--- src/rtl/char_buffer_writer.sv ---
// Terminal byte interpreter that turns an incoming character stream into writes to a
// circular ROWS x COLS character buffer, with cursor control, line erase and scroll-by-row.
module char_buffer_writer #(
  parameter int ROWS      = 24,
  parameter int COLS      = 80,
  parameter int ROW_BITS  = 5,
  parameter int COL_BITS  = 7,
  parameter int ADDR_BITS = 11
) (
  input  logic                 clk,
  input  logic                 reset,
  input  logic [7:0]           in_data,
  input  logic                 in_valid,
  output logic                 in_ready,
  output logic                 wr_en,
  output logic [ADDR_BITS-1:0] wr_address,
  output logic [7:0]           wr_data,
  output logic [COL_BITS-1:0]  cursor_x,
  output logic [ROW_BITS-1:0]  cursor_y,
  output logic [ADDR_BITS-1:0] first_char
);

  localparam int                 DEPTH   = ROWS * COLS;
  localparam logic [ADDR_BITS:0] DEPTH_W = (ADDR_BITS+1)'(DEPTH);
  localparam logic [ADDR_BITS:0] COLS_W  = (ADDR_BITS+1)'(COLS);
  localparam logic [COL_BITS-1:0] X_MAX  = COL_BITS'(COLS - 1);
  localparam logic [ROW_BITS-1:0] Y_MAX  = ROW_BITS'(ROWS - 1);
  localparam logic [7:0]         BLANK   = 8'h20;

  typedef enum logic [1:0] {INIT_CLEAR, IDLE, ESC, CLEAR} state_t;

  state_t                 state_q, state_d;
  logic [COL_BITS-1:0]    cursor_x_q, cursor_x_d;
  logic [ROW_BITS-1:0]    cursor_y_q, cursor_y_d;
  logic [ADDR_BITS-1:0]   first_char_q, first_char_d;
  logic [ADDR_BITS-1:0]   clr_addr_q, clr_addr_d;
  logic [ADDR_BITS:0]     clr_left_q, clr_left_d;
  logic                   scroll_q, scroll_d;
  logic                   pr_en_q, pr_en_d;
  logic [ADDR_BITS-1:0]   pr_addr_q, pr_addr_d;
  logic [7:0]             pr_data_q, pr_data_d;
  logic [ADDR_BITS-1:0]   cur_addr;
  logic                   accept;
  logic                   clearing;

  // Adds an offset below DEPTH to a buffer address, folding back once into range.
  function automatic logic [ADDR_BITS-1:0] wrap_add(input logic [ADDR_BITS-1:0] base,
                                                    input logic [ADDR_BITS:0]   inc);
    logic [ADDR_BITS:0] sum;
    sum = {1'b0, base} + inc;
    if (sum >= DEPTH_W) sum = sum - DEPTH_W;
    return sum[ADDR_BITS-1:0];
  endfunction

  assign cur_addr = wrap_add(first_char_q,
                             (ADDR_BITS+1)'(cursor_y_q) * COLS_W + (ADDR_BITS+1)'(cursor_x_q));
  assign clearing = (state_q == INIT_CLEAR) || (state_q == CLEAR);
  assign in_ready = !reset && ((state_q == IDLE) || (state_q == ESC));
  assign accept   = in_valid && in_ready;

  assign wr_en      = !reset && (clearing || pr_en_q);
  assign wr_address = clearing ? clr_addr_q : pr_addr_q;
  assign wr_data    = clearing ? BLANK : pr_data_q;
  assign cursor_x   = cursor_x_q;
  assign cursor_y   = cursor_y_q;
  assign first_char = first_char_q;

  always_comb begin
    state_d      = state_q;
    cursor_x_d   = cursor_x_q;
    cursor_y_d   = cursor_y_q;
    first_char_d = first_char_q;
    clr_addr_d   = clr_addr_q;
    clr_left_d   = clr_left_q;
    scroll_d     = scroll_q;
    pr_en_d      = 1'b0;
    pr_addr_d    = pr_addr_q;
    pr_data_d    = pr_data_q;
    case (state_q)
      INIT_CLEAR, CLEAR: begin
        clr_addr_d = wrap_add(clr_addr_q, (ADDR_BITS+1)'(1));
        clr_left_d = clr_left_q - 1'b1;
        if (clr_left_q == (ADDR_BITS+1)'(1)) begin
          state_d = IDLE;
          if (state_q == CLEAR && scroll_q) first_char_d = wrap_add(first_char_q, COLS_W);
        end
      end
      IDLE: begin
        if (accept) begin
          if (in_data >= 8'h20 && in_data <= 8'h7E) begin
            pr_en_d   = 1'b1;
            pr_addr_d = cur_addr;
            pr_data_d = in_data;
            if (cursor_x_q != X_MAX) cursor_x_d = cursor_x_q + 1'b1;
          end else begin
            case (in_data)
              8'h0D: cursor_x_d = '0;
              8'h08: if (cursor_x_q != '0) cursor_x_d = cursor_x_q - 1'b1;
              8'h0A: begin
                if (cursor_y_q != Y_MAX) begin
                  cursor_y_d = cursor_y_q + 1'b1;
                end else begin
                  // Scroll: blank the row about to become the bottom line, then advance the origin.
                  state_d    = CLEAR;
                  clr_addr_d = first_char_q;
                  clr_left_d = COLS_W;
                  scroll_d   = 1'b1;
                end
              end
              8'h1B:   state_d = ESC;
              default: ;
            endcase
          end
        end
      end
      ESC: begin
        if (accept) begin
          state_d = IDLE;
          case (in_data)
            8'h48: begin cursor_x_d = '0; cursor_y_d = '0; end
            8'h41: if (cursor_y_q != '0) cursor_y_d = cursor_y_q - 1'b1;
            8'h42: if (cursor_y_q != Y_MAX) cursor_y_d = cursor_y_q + 1'b1;
            8'h43: if (cursor_x_q != X_MAX) cursor_x_d = cursor_x_q + 1'b1;
            8'h44: if (cursor_x_q != '0) cursor_x_d = cursor_x_q - 1'b1;
            8'h4B: begin
              state_d    = CLEAR;
              clr_addr_d = cur_addr;
              clr_left_d = COLS_W - (ADDR_BITS+1)'(cursor_x_q);
              scroll_d   = 1'b0;
            end
            default: ;
          endcase
        end
      end
    endcase
  end

  always_ff @(posedge clk) begin
    if (reset) begin
      state_q      <= INIT_CLEAR;
      cursor_x_q   <= '0;
      cursor_y_q   <= '0;
      first_char_q <= '0;
      clr_addr_q   <= '0;
      clr_left_q   <= DEPTH_W;
      scroll_q     <= 1'b0;
      pr_en_q      <= 1'b0;
    end else begin
      state_q      <= state_d;
      cursor_x_q   <= cursor_x_d;
      cursor_y_q   <= cursor_y_d;
      first_char_q <= first_char_d;
      clr_addr_q   <= clr_addr_d;
      clr_left_q   <= clr_left_d;
      scroll_q     <= scroll_d;
      pr_en_q      <= pr_en_d;
    end
  end

  always_ff @(posedge clk) begin
    pr_addr_q <= pr_addr_d;
    pr_data_q <= pr_data_d;
  end

endmodule

--- config.mk ---
export PLATFORM = sky130hd
export DESIGN_NAME = char_buffer_writer
export DESIGN_NICKNAME = d
export VERILOG_FILES = /design/src/rtl/char_buffer_writer.sv
export SDC_FILE = /design/constraint.sdc
export NUM_CORES = 1
export LEC_CHECK = 0
export BUFFER_PORTS_ARGS = -buffer_cell sky130_fd_sc_hd__buf_4
export CAP_MARGIN = 10
export CORE_MARGIN = 2
export CORE_UTILIZATION = 54
export DETAILED_ROUTE_END_ITERATION = 8
export GPL_TIMING_DRIVEN = 0
export PLACE_DENSITY = 0.83
export SETUP_SLACK_MARGIN = 0.02
export SLEW_MARGIN = 20
export SYNTH_ARGS = -nofsm -noshare
export SYNTH_HDL_FRONTEND = slang
export SYNTH_SLANG_ARGS = --single-unit
--- constraint.sdc ---
create_clock -name clk -period 3.78 [get_ports clk]
set_input_delay 0.756 -clock clk [delete_from_list [all_inputs] [get_ports clk]]
set_output_delay 0.756 -clock clk [all_outputs]
set_load 0.1 [all_outputs]
Word level (Yosys, flattened, before mapping)
Cells that the tools add are included.
{"block": "classes", "addsub": 13, "multipliers": 1, "n_lt_le_gt_ge": 5, "n_eq_ne": 29, "n_mux": 51, "bitwise": 2, "n_reduce_logical": 22}
{"op": "2-to-1 mux 11 bit", "n": 10}
{"op": "2-to-1 mux 12 bit", "n": 6}
{"op": "== test 8 x 7 -> 1 bit, second input constant", "n": 6}
{"op": ">= comparator 12 x 11 -> 1 bit, second input constant", "n": 3}
{"op": "one-hot mux 12 bit (3 select lines)", "n": 1}
{"op": "2-to-1 mux 7 bit", "n": 5}
{"op": "one-hot mux 11 bit (3 select lines)", "n": 1}
{"op": "subtractor 11 bit, second input constant", "n": 3}
{"op": "2-to-1 mux 5 bit", "n": 6}
{"op": "one-hot mux 7 bit (2 select lines)", "n": 2}
{"op": "== test 8 x 4 -> 1 bit, second input constant", "n": 3}
{"op": "one-hot mux 7 bit (3 select lines)", "n": 1}
{"op": "one-hot mux 5 bit (3 select lines)", "n": 1}
{"op": "AND reduction 7 bit", "n": 2}
{"op": "adder 11 x 1 -> 12 bit, second input constant", "n": 1}
{"op": "adder 11 x 12 -> 12 bit", "n": 1}
{"op": "adder 11 x 7 -> 12 bit, second input constant", "n": 1}
{"op": "adder 12 x 7 -> 12 bit", "n": 1}
{"op": "== test 12 x 1 -> 1 bit, second input constant", "n": 1}
{"op": "2-to-1 mux 2 bit", "n": 6}
{"op": "!= test 4 x 1 -> 1 bit, second input constant", "n": 3}
{"op": "AND reduction 6 bit", "n": 2}
{"op": "subtractor 12 x 1 -> 12 bit, second input constant", "n": 1}
{"op": "!= test 2 bit, second input constant", "n": 5}
{"op": "34 further kinds", "n": 51}
{"block": "word_totals", "register_bits": 69, "inputBits": 11, "output_inout_bits": 44, "elab_cells": 133}

Longest topological paths before layout
Gate-level depths: netlist of run 1.
{"block": "logic_depth", "word_depth": 8, "ltp_mapped": 14, "ltp_nobuf": 13}

Worst setup path after synthesis of run 1
No wires, ideal clock.
{"block": "synth_path", "path_kind": "register to register", "start": "register cursor_y_q[3] (netlist: cursor_y[3])", "end": "register pr_addr_q[9], data pin", "arrival_time_ps": 4331, "required_ps": 3515, "slack_ps": -816, "stages_incl_launch_ff": 13, "path_buffers": 0, "synth_period_minus_slack_ps": 4596, "cell_sequence": "dfxtp_1 > ha_1 > ha_1 > fa_1 > xor2_1 > ha_1 > ha_1 > nor2b_1 > a221o_1 > or3_1 > a211oi_1 > nor2b_1 > xnor2_1"}
{"block": "synth_between", "elab_chain_len": 5}
{"element": "from (decl)", "line_no": "34", "source": "logic [ROW_BITS-1:0] cursor_y_q, cursor_y_d;"}
{"element": "from (signal assigned)", "line_no": "151", "source": "cursor_y_q <= cursor_y_d;"}
{"element": "multiplier 5 x 3 -> 8 bit *", "line_no": "56", "source": "(ADDR_BITS+1)'(cursor_y_q) * COLS_W + (ADDR_BITS+1)'(cursor_x_q));"}
{"element": "adder 12 x 7 -> 12 bit *", "line_no": "56"}
{"element": "adder 11 x 12 -> 12 bit *", "line_no": "50", "source": "sum = {1'b0, base} + inc;"}
{"element": "subtractor 11 bit / >= comparator 12 x 11 -> 1 bit (equally long branches)", "line_no": "51", "source": "if (sum >= DEPTH_W) sum = sum - DEPTH_W;"}
{"element": "2-to-1 mux 11 bit *", "line_no": "51"}
{"element": "net cur_addr[9]", "line_no": "42", "source": "logic [ADDR_BITS-1:0] cur_addr;"}
{"element": "to (signal assigned)", "line_no": "161", "source": "pr_addr_q <= pr_addr_d;"}
{"element": "to (decl)", "line_no": "40", "source": "logic [ADDR_BITS-1:0] pr_addr_q, pr_addr_d;"}
Mark *: on every way through the listed nets, which the timed path passes. The rest lies on a longest branch.
A chain may end at the register's enable or synchronous reset.

Worst setup path in the final report of run 1
{"block": "layout_path", "start": "register cursor_y_q[3] (netlist: cursor_y[3])", "end": "register clr_addr_q[7]"}
{"block": "layout_between", "elab_chain_len": 8}
{"element": "multiplier 5 x 3 -> 8 bit", "line_no": "56"}
{"element": "adder 12 x 7 -> 12 bit", "line_no": "56"}
{"element": "adder 11 x 12 -> 12 bit", "line_no": "50"}
{"element": "subtractor 11 bit / >= comparator 12 x 11 -> 1 bit (equally long branches)", "line_no": "51"}
{"element": "2-to-1 mux 11 bit", "line_no": "51"}
{"element": "2-to-1 mux 11 bit", "line_no": "119", "source": "case (in_data)"}
{"element": "2-to-1 mux 11 bit", "line_no": "117", "source": "if (accept) begin"}
{"element": "one-hot mux 11 bit (3 select lines)", "line_no": "79", "source": "case (state_q)"}
{"element": "to (signal assigned)", "line_no": "153", "source": "clr_addr_q <= clr_addr_d;"}
{"element": "to (decl)", "line_no": "36", "source": "logic [ADDR_BITS-1:0] clr_addr_q, clr_addr_d;"}
Parallel ways exist; a longest one is shown, timed or not. The select of a mux whose other input is x is not followed.

==> results of run 1 <==
per-stage QoR:
step	setup TNS (ns)	hold slack, ns	cell area, µm²
final	0	0.456	5960
after global routing	-0.0384	0.486	5960
after CTS	0	0.467	5890
after detailed placement	0	0.450	5730
after global placement	0	0.447	5730
after floorplan	0	0.430	5200
layout make-up:
class / count / area (µm²) / area share
multi-input combinational: 489 / 3400 / 0.571
sequential: 65 / 1510 / 0.253
timing repair buffer: 55 / 413 / 0.0693
buffer: 45 / 224 / 0.0376
tap: 129 / 161 / 0.0271
clock buffer: 13 / 149 / 0.0250
inverter: 22 / 82.6 / 0.0139
clock inverter: 3 / 16.3 / 0.00273
where the power goes:
part	internal, µW	total [µW]	switching, µW
sequential	773	848	74.7
combinational	241	796	555
clock	256	547	291
total	1270	2190	921
timing repair:
action / CTS / global route
gates resized for setup: 0 / 9
setup endpoints to repair: 1 / 16
pin swaps: 1 / 2
setup buffers: 0 / 6
cell usage after synthesis (7+ instances only):
cell	n	area, µm²
nand2_1	53	199
a21oi_1	48	240
nor2_1	47	176
dfxtp_1	46	921
o21ai_0	44	220
ha_1	33	413
clkbuf_1	29	109
nand3_1	22	110
nor3_1	22	110
inv_1	21	78.8
edfxtp_1	19	571
a211oi_1	14	105
xnor2_1	14	123
mux2_2	12	135
nor2b_1	12	75.1
buf_4	10	75.1
xor2_1	9	78.8
and3_1	7	43.8
and4_1	7	61.3
o211ai_1	7	52.6
cell families after synthesis:
group	after synthesis
simple gates	219
compound gates	192
buf+inv	67
flops	65
fa+ha+maj	38
xor+xnor	23
mux	13
other cells	1
flip-flops by register name, summed over array words and instances (netlist names):
register	flops
clr_addr_q	11
pr_en_q	1
pr_data_q	8
state_q	2
cursor_x	7
cursor_y	5
clr_left_q	12
scroll_q	1
first_char	7
pr_addr_q	11
worst max-delay path by stage:
stage,startpoint,to,slack (ns)
global placement,cursor_y[2],clr_addr_q[7],0.08
CTS,cursor_y[1],clr_addr_q[7],0.03
floorplan,first_char[5],clr_addr_q[8],0.02
detailed placement,cursor_y[1],clr_addr_q[7],0.004
finish,cursor_y[3],clr_addr_q[7],0.07
global route,cursor_y[3],clr_addr_q[7],-0.04
worst max-delay path: cells and delay by family (launching register included):
| family | cells | cell delay [ns] |
|---|---|---|
| adder cells (fa/ha/maj) | 5 | 1.42 |
| XOR/XNOR | 1 | 0.16 |
| AND/OR/NAND/NOR | 2 | 0.49 |
| AO/OA/AOI/OAI | 3 | 0.81 |
| multiplexers | 1 | 0.29 |
| flip-flops | 1 | 0.40 |
metal layers:
layer / share of wire / up-vias
met1: 0.42 / 2508
met3: 0.070 / 34
met4: 0.028 / 0
met5: 0 / -
met2: 0.48 / 251
li1: - / 2443
cells in the final DEF (no fill, tap or decap), drive strengths merged, types with 5 or more instances in the layout:
| cell | n |
|---|---|
| a211oi | 14 |
| a21oi | 48 |
| a311oi | 5 |
| a31oi | 6 |
| and3 | 7 |
| and4 | 7 |
| buf | 71 |
| clkbuf | 42 |
| dfxtp | 46 |
| edfxtp | 19 |
| fa | 5 |
| ha | 33 |
| inv | 22 |
| mux2 | 12 |
| nand2 | 54 |
| nand3 | 22 |
| nand4 | 6 |
| nor2 | 48 |
| nor2b | 12 |
| nor3 | 22 |
| o211ai | 7 |
| o21a | 6 |
| o21ai | 44 |
| o22ai | 5 |
| o31ai | 6 |
| or3 | 6 |
| xnor2 | 14 |
| xor2 | 9 |
==> results.sh, run 1 <==
export IMPL_port_buffers=49
export IMPL_postSynthCellCount=618
export IMPL_cts_buffers_inserted=9
export IMPL_cap_violations=0
export IMPL_pre_cts_slack_ns=0.00421
export IMPL_synthFlopType="dfxtp_1"
export IMPL_grt_pass1_vias=4786
export IMPL_synth_xor_area_frac=0.0393
export IMPL_dieArea_um2=10300
export IMPL_ant_nets=0
export IMPL_viasPerCell=6.38
export IMPL_globalRouteOverflowTotal=0
export IMPL_first_pass_iters=5
export IMPL_syn_area_um2=5130
export IMPL_drc=0
export IMPL_synth_edf_count=19
export IMPL_yosys_warnings=0
export IMPL_start_kind="flip-flop"
export IMPL_syn_to_final_growth_pct=16.3
export IMPL_fin_crit_sh=0.982
export IMPL_ios=55
export IMPL_post_dp_hpwl_um=10500
export IMPL_start_util=0.555
export IMPL_post_drt_wl_per_cell_um=18.0
export IMPL_synth_adder_area_share=0.100
export IMPL_insertion_delay_ns=0.36
export IMPL_avgSynthCellArea_um2=8.29
export IMPL_path_cells="ha_4 -> ha_1 -> fa_2 -> xor2_1 -> ha_1 -> ha_4 -> nor2b_1 -> a221o_1 -> or3_4 -> a211oi_4 -> mux2i_1 -> a41oi_1"
export IMPL_slowest_stage="dfxtp_4"
export IMPL_fin_crit_ns=3.71
export IMPL_yosys_area_share_simple=0.226
export IMPL_insertedDiodeCount=0
export IMPL_fin_util=0.645
export IMPL_r2r_end="clr_addr_q[7]"
export IMPL_fmax_mhz=269
export IMPL_grt_pass1_wl_um=23600
export IMPL_clkTransAtPathRegs_ns=0.08
export IMPL_cts_path_max_buffers=2
export IMPL_cp_end_kind="flip-flop"
export IMPL_async_reset_ff_frac=0
export IMPL_worst_slack_ns=0.0674
export IMPL_cpPeakStageDelay_ns=0.40
export IMPL_hp_class="flip-flop to flip-flop"
export IMPL_ctsRootBufferMaster="clkbuf_8"
export IMPL_grt_util_met2=0.474
export IMPL_power_total_uw=2190
export IMPL_vias=5236
export IMPL_nNetsFinal=736
export IMPL_reg2reg_depth=12
export IMPL_fin_cells=821
export IMPL_dr_first_iter_drc_count=384
export IMPL_cts_htree_levels=3
export IMPL_rsz0062_at_grt="true"
export IMPL_muxShareOfSynthArea=0.0283
export IMPL_dp_cells=799
export IMPL_ys_seq_area_frac=0.291
export IMPL_synth_compound_area_frac=0.256
export IMPL_arrival_ns=3.93
export IMPL_clock_skew_ns=0.0137
export IMPL_synth_top_family_by_area="compound AO/OA/AOI/OAI gates"
export IMPL_wirelength_um=14800
export IMPL_antenna_found_initial=0
export IMPL_fill_cells=815
export IMPL_setup_violations=0
export IMPL_whs_path_depth=0
export IMPL_worstMarginPinSlew_ns=1.03
export IMPL_rows=35
export IMPL_rrSetupSlack_ns=0.07
export IMPL_hp_start="cursor_x[3]"
export IMPL_total_leakage_power_uw=0.00239
export IMPL_crit_fanout=6
export IMPL_drive_gt1_frac=0.185
export IMPL_dieWidth_um=101
export IMPL_status="complete, no violations"
export IMPL_top_usage_layer="met2"
export IMPL_cts_tree="done"
export IMPL_vdd_drop_max_mv=0.249
export IMPL_p_per_area_nw_per_um2=368
export IMPL_grt_max_degree=20
export IMPL_r2r_start="cursor_y[3]"
export IMPL_required_ns=3.99
export IMPL_grtUsageMet3=0.0345
export IMPL_grtUsageTotal=0.290
export IMPL_grt_use_met1=0.383
export IMPL_holdPathEnd="pr_addr_q[3]"
export IMPL_core_area_um2=9240
export IMPL_synth_seq_cells=65
export IMPL_drv_slew=0
export IMPL_hold_buffers=0
export IMPL_netlist_cell_type_count=78
export IMPL_clock_sinks=65
export IMPL_critPathKind="flip-flop to flip-flop"
export IMPL_gp_congestion=0.906
export IMPL_relSlewSlack=0.313
export IMPL_floorplan_die_height_um=101
export IMPL_finalHoldViolCount=0
No activity file was read; power rests on OpenSTA's default activity.
==> run 2: changes to the inputs <==
--- a/config.mk
+++ b/config.mk
@@ -7,6 +7,7 @@
 export LEC_CHECK = 0
 export BUFFER_PORTS_ARGS = -buffer_cell sky130_fd_sc_hd__buf_4
 export CAP_MARGIN = 10
+export CORE_ASPECT_RATIO = 0.75
 export CORE_MARGIN = 2
 export CORE_UTILIZATION = 54
 export DETAILED_ROUTE_END_ITERATION = 8
==> run 2 against run 1 <==
Effect of this change: final area increased by 1.8%; largest power group unchanged; register-to-register slack improved by 0.03 ns; clock skew is 0.0040 ns lower; die area about the same; clock power rose by 40%; worst setup slack better by 0.027 ns; sequential power about the same; global-route usage increased by 0.76 points; utilization increased by 2.0 points; critical path depth unchanged.
==> results.sh, run 2 (same netlist as run 1, synthesis figures left out) <==
export IMPL_status="complete, no violations"
export IMPL_worstMarginPinSlew_ns=1.01
export IMPL_clock_skew_ns=0.00974
export IMPL_grtUsageMet3=0.0644
export IMPL_arrival_ns=3.77
export IMPL_setup_tns_ns=0
export IMPL_fmax_mhz=271
export IMPL_fin_crit_sh=0.975
export IMPL_grt_pass1_wl_um=23400
export IMPL_hold_ws_ns=0.467
export IMPL_grt_pass1_vias=4693
export IMPL_core_area_um2=9120
export IMPL_p_per_area_nw_per_um2=397
export IMPL_drive_gt1_frac=0.188
export IMPL_largest_reg_flops=12
export IMPL_reg2reg_depth=12
export IMPL_worst_slack_ns=0.0942
export IMPL_ctsRootBufferMaster="clkbuf_16"
export IMPL_final_area_um2=6070
export IMPL_crit_fanout=7
export IMPL_power_frac_comb=0.331
export IMPL_switching_power_uw=939
export IMPL_whs_path_depth=0
export IMPL_start_util=0.562
export IMPL_ios=55
export IMPL_floorplan_die_height_um=88.4
export IMPL_gp_congestion=0.930
export IMPL_dieWidth_um=117
export IMPL_cts_htree_levels=3
export IMPL_first_pass_iters=6
export IMPL_top_usage_layer="met2"
export IMPL_viasPerCell=6.39
export IMPL_required_ns=3.86
export IMPL_port_buffers=49
export IMPL_fin_crit_ns=3.69
export IMPL_clkTransAtPathRegs_ns=0.06
export IMPL_cts_path_max_buffers=2
export IMPL_grt_use_met1=0.403
export IMPL_drv_slew=0
export IMPL_post_dp_hpwl_um=10900
export IMPL_drc=0
export IMPL_rrSetupSlack_ns=0.09
export IMPL_hp_class="flip-flop to flip-flop"
export IMPL_largest_register="clr_left_q"
export IMPL_grt_max_degree=20
export IMPL_cts_buffers_inserted=9
export IMPL_clkPwrFrac=0.317
export IMPL_p_int_uw=1470
export IMPL_insertion_delay_ns=0.35
export IMPL_total_leakage_power_uw=0.00243
export IMPL_nNetsFinal=736
export IMPL_wirelength_um=15300
export IMPL_clock_sinks=65
export IMPL_dpl_instance_area_um2=5730
export IMPL_regArea_um2=1510
export IMPL_dr_first_iter_drc_count=514
export IMPL_hold_buffers=0
export IMPL_mostFrequentLayoutCell="buf_4"
export IMPL_dp_cells=798
export IMPL_setup_violations=0
export IMPL_p_sw_frac=0.390
export IMPL_pre_cts_slack_ns=0.0347
export IMPL_post_drt_wl_per_cell_um=18.6
export IMPL_syn_to_final_growth_pct=18.4
export IMPL_start_kind="flip-flop"
export IMPL_ant_nets=0
export IMPL_fill_cells=750
export IMPL_globalRouteOverflowTotal=0
export IMPL_vdd_drop_max_mv=0.325
export IMPL_vias=5241
export IMPL_rsz0062_at_grt="true"
export IMPL_finalHoldViolCount=0
export IMPL_cp_end_kind="flip-flop"
export IMPL_rows=30
export IMPL_grtUsageTotal=0.297
export IMPL_cts_tree="done"
export IMPL_final_cell_mix="buf_4 (65), nand2_1 (53), a21oi_1 (47)"
export IMPL_seq_power_share=0.351
export IMPL_insertedDiodeCount=0
export IMPL_cap_violations=0
export IMPL_relSlewSlack=0.326
export IMPL_antenna_found_initial=0
export IMPL_critPathKind="flip-flop to flip-flop"
export IMPL_grt_util_met2=0.471
export IMPL_dieArea_um2=10300
export IMPL_fin_cells=820
export IMPL_multi_input_area_um2=3410
export IMPL_top_regs="clr_left_q x12, clr_addr_q x11, pr_addr_q x11"
## run 2: cell count changes in the layout (fill, tap and decap cells not counted), moves of 2 or more
cell | previous run | this run
clkbuf_8 | 10 | 1
clkbuf_16 | 0 | 9
clkbuf_1 | 29 | 27
clkinv_1 | 1 | 4
## run 2: metrics by stage
stage	power (µW)	utilization
5_1_grt	2500	0.665
4_1_cts	2390	0.657
3_3_place_gp	1620	0.628
3_5_place_dp	1640	0.628
2_1_floorplan	1460	-
6_report	2410	0.665
## run 2: layer usage
layer  vias to the layer above  wire length, µm
met2                       276             6920
li1                       2445                -
met1                      2492             6760
met4                         0              294
met3                        28             1310
met5                         -                0
## run 2: path summary, 6_finish.rpt
| check | endpoint | startpoint |
|---|---|---|
| worst min-delay path | pr_addr_q[3] | cursor_x[3] |
| worst max register to register | pr_addr_q[9] | cursor_y[3] |
| worst min register to register | pr_addr_q[3] | cursor_x[3] |
| worst max-delay path | pr_addr_q[9] | cursor_y[3] |
## run 2: power by group through the flow
| stage | logic, µW | clock network [µW] | registers, µW |
|---|---|---|---|
| after CTS | 783 | 759 | 843 |
| after global routing | 853 | 789 | 856 |
| after floorplan | 613 | 0 | 848 |
| after global placement | 766 | 0 | 853 |
| final | 797 | 764 | 846 |
| after detailed placement | 778 | 0 | 857 |
## run 2: critical path: stages, from the launching register on
cell and delay, ns:
dfxtp_4 0.40, ha_4 0.21, ha_2 0.21, fa_2 0.39, xor2_1 0.17, ha_1 0.34, ha_4 0.27, nor2b_1 0.14
a221o_1 0.33, or3_4 0.35, a211oi_4 0.35, nor2b_1 0.10, xnor2_1 0.15
## run 2: final cells by class
cell class | instances | area share
plain buffers | 45 | 0.0369
flip-flops and latches | 65 | 0.249
multi-input cells | 489 | 0.563
repair buffers | 55 | 0.0680
inverters | 22 | 0.0136
well taps | 128 | 0.0264
clock buffers | 11 | 0.0400
clock inverters | 5 | 0.00351
## run 2: repair_timing
item | in CTS | in global routing
hold endpoints to repair | 0 | 0
pin swaps | 1 | 3
gates resized for setup | 0 | 12
setup endpoints to repair | 1 | 17
buffers inserted | 0 | 6
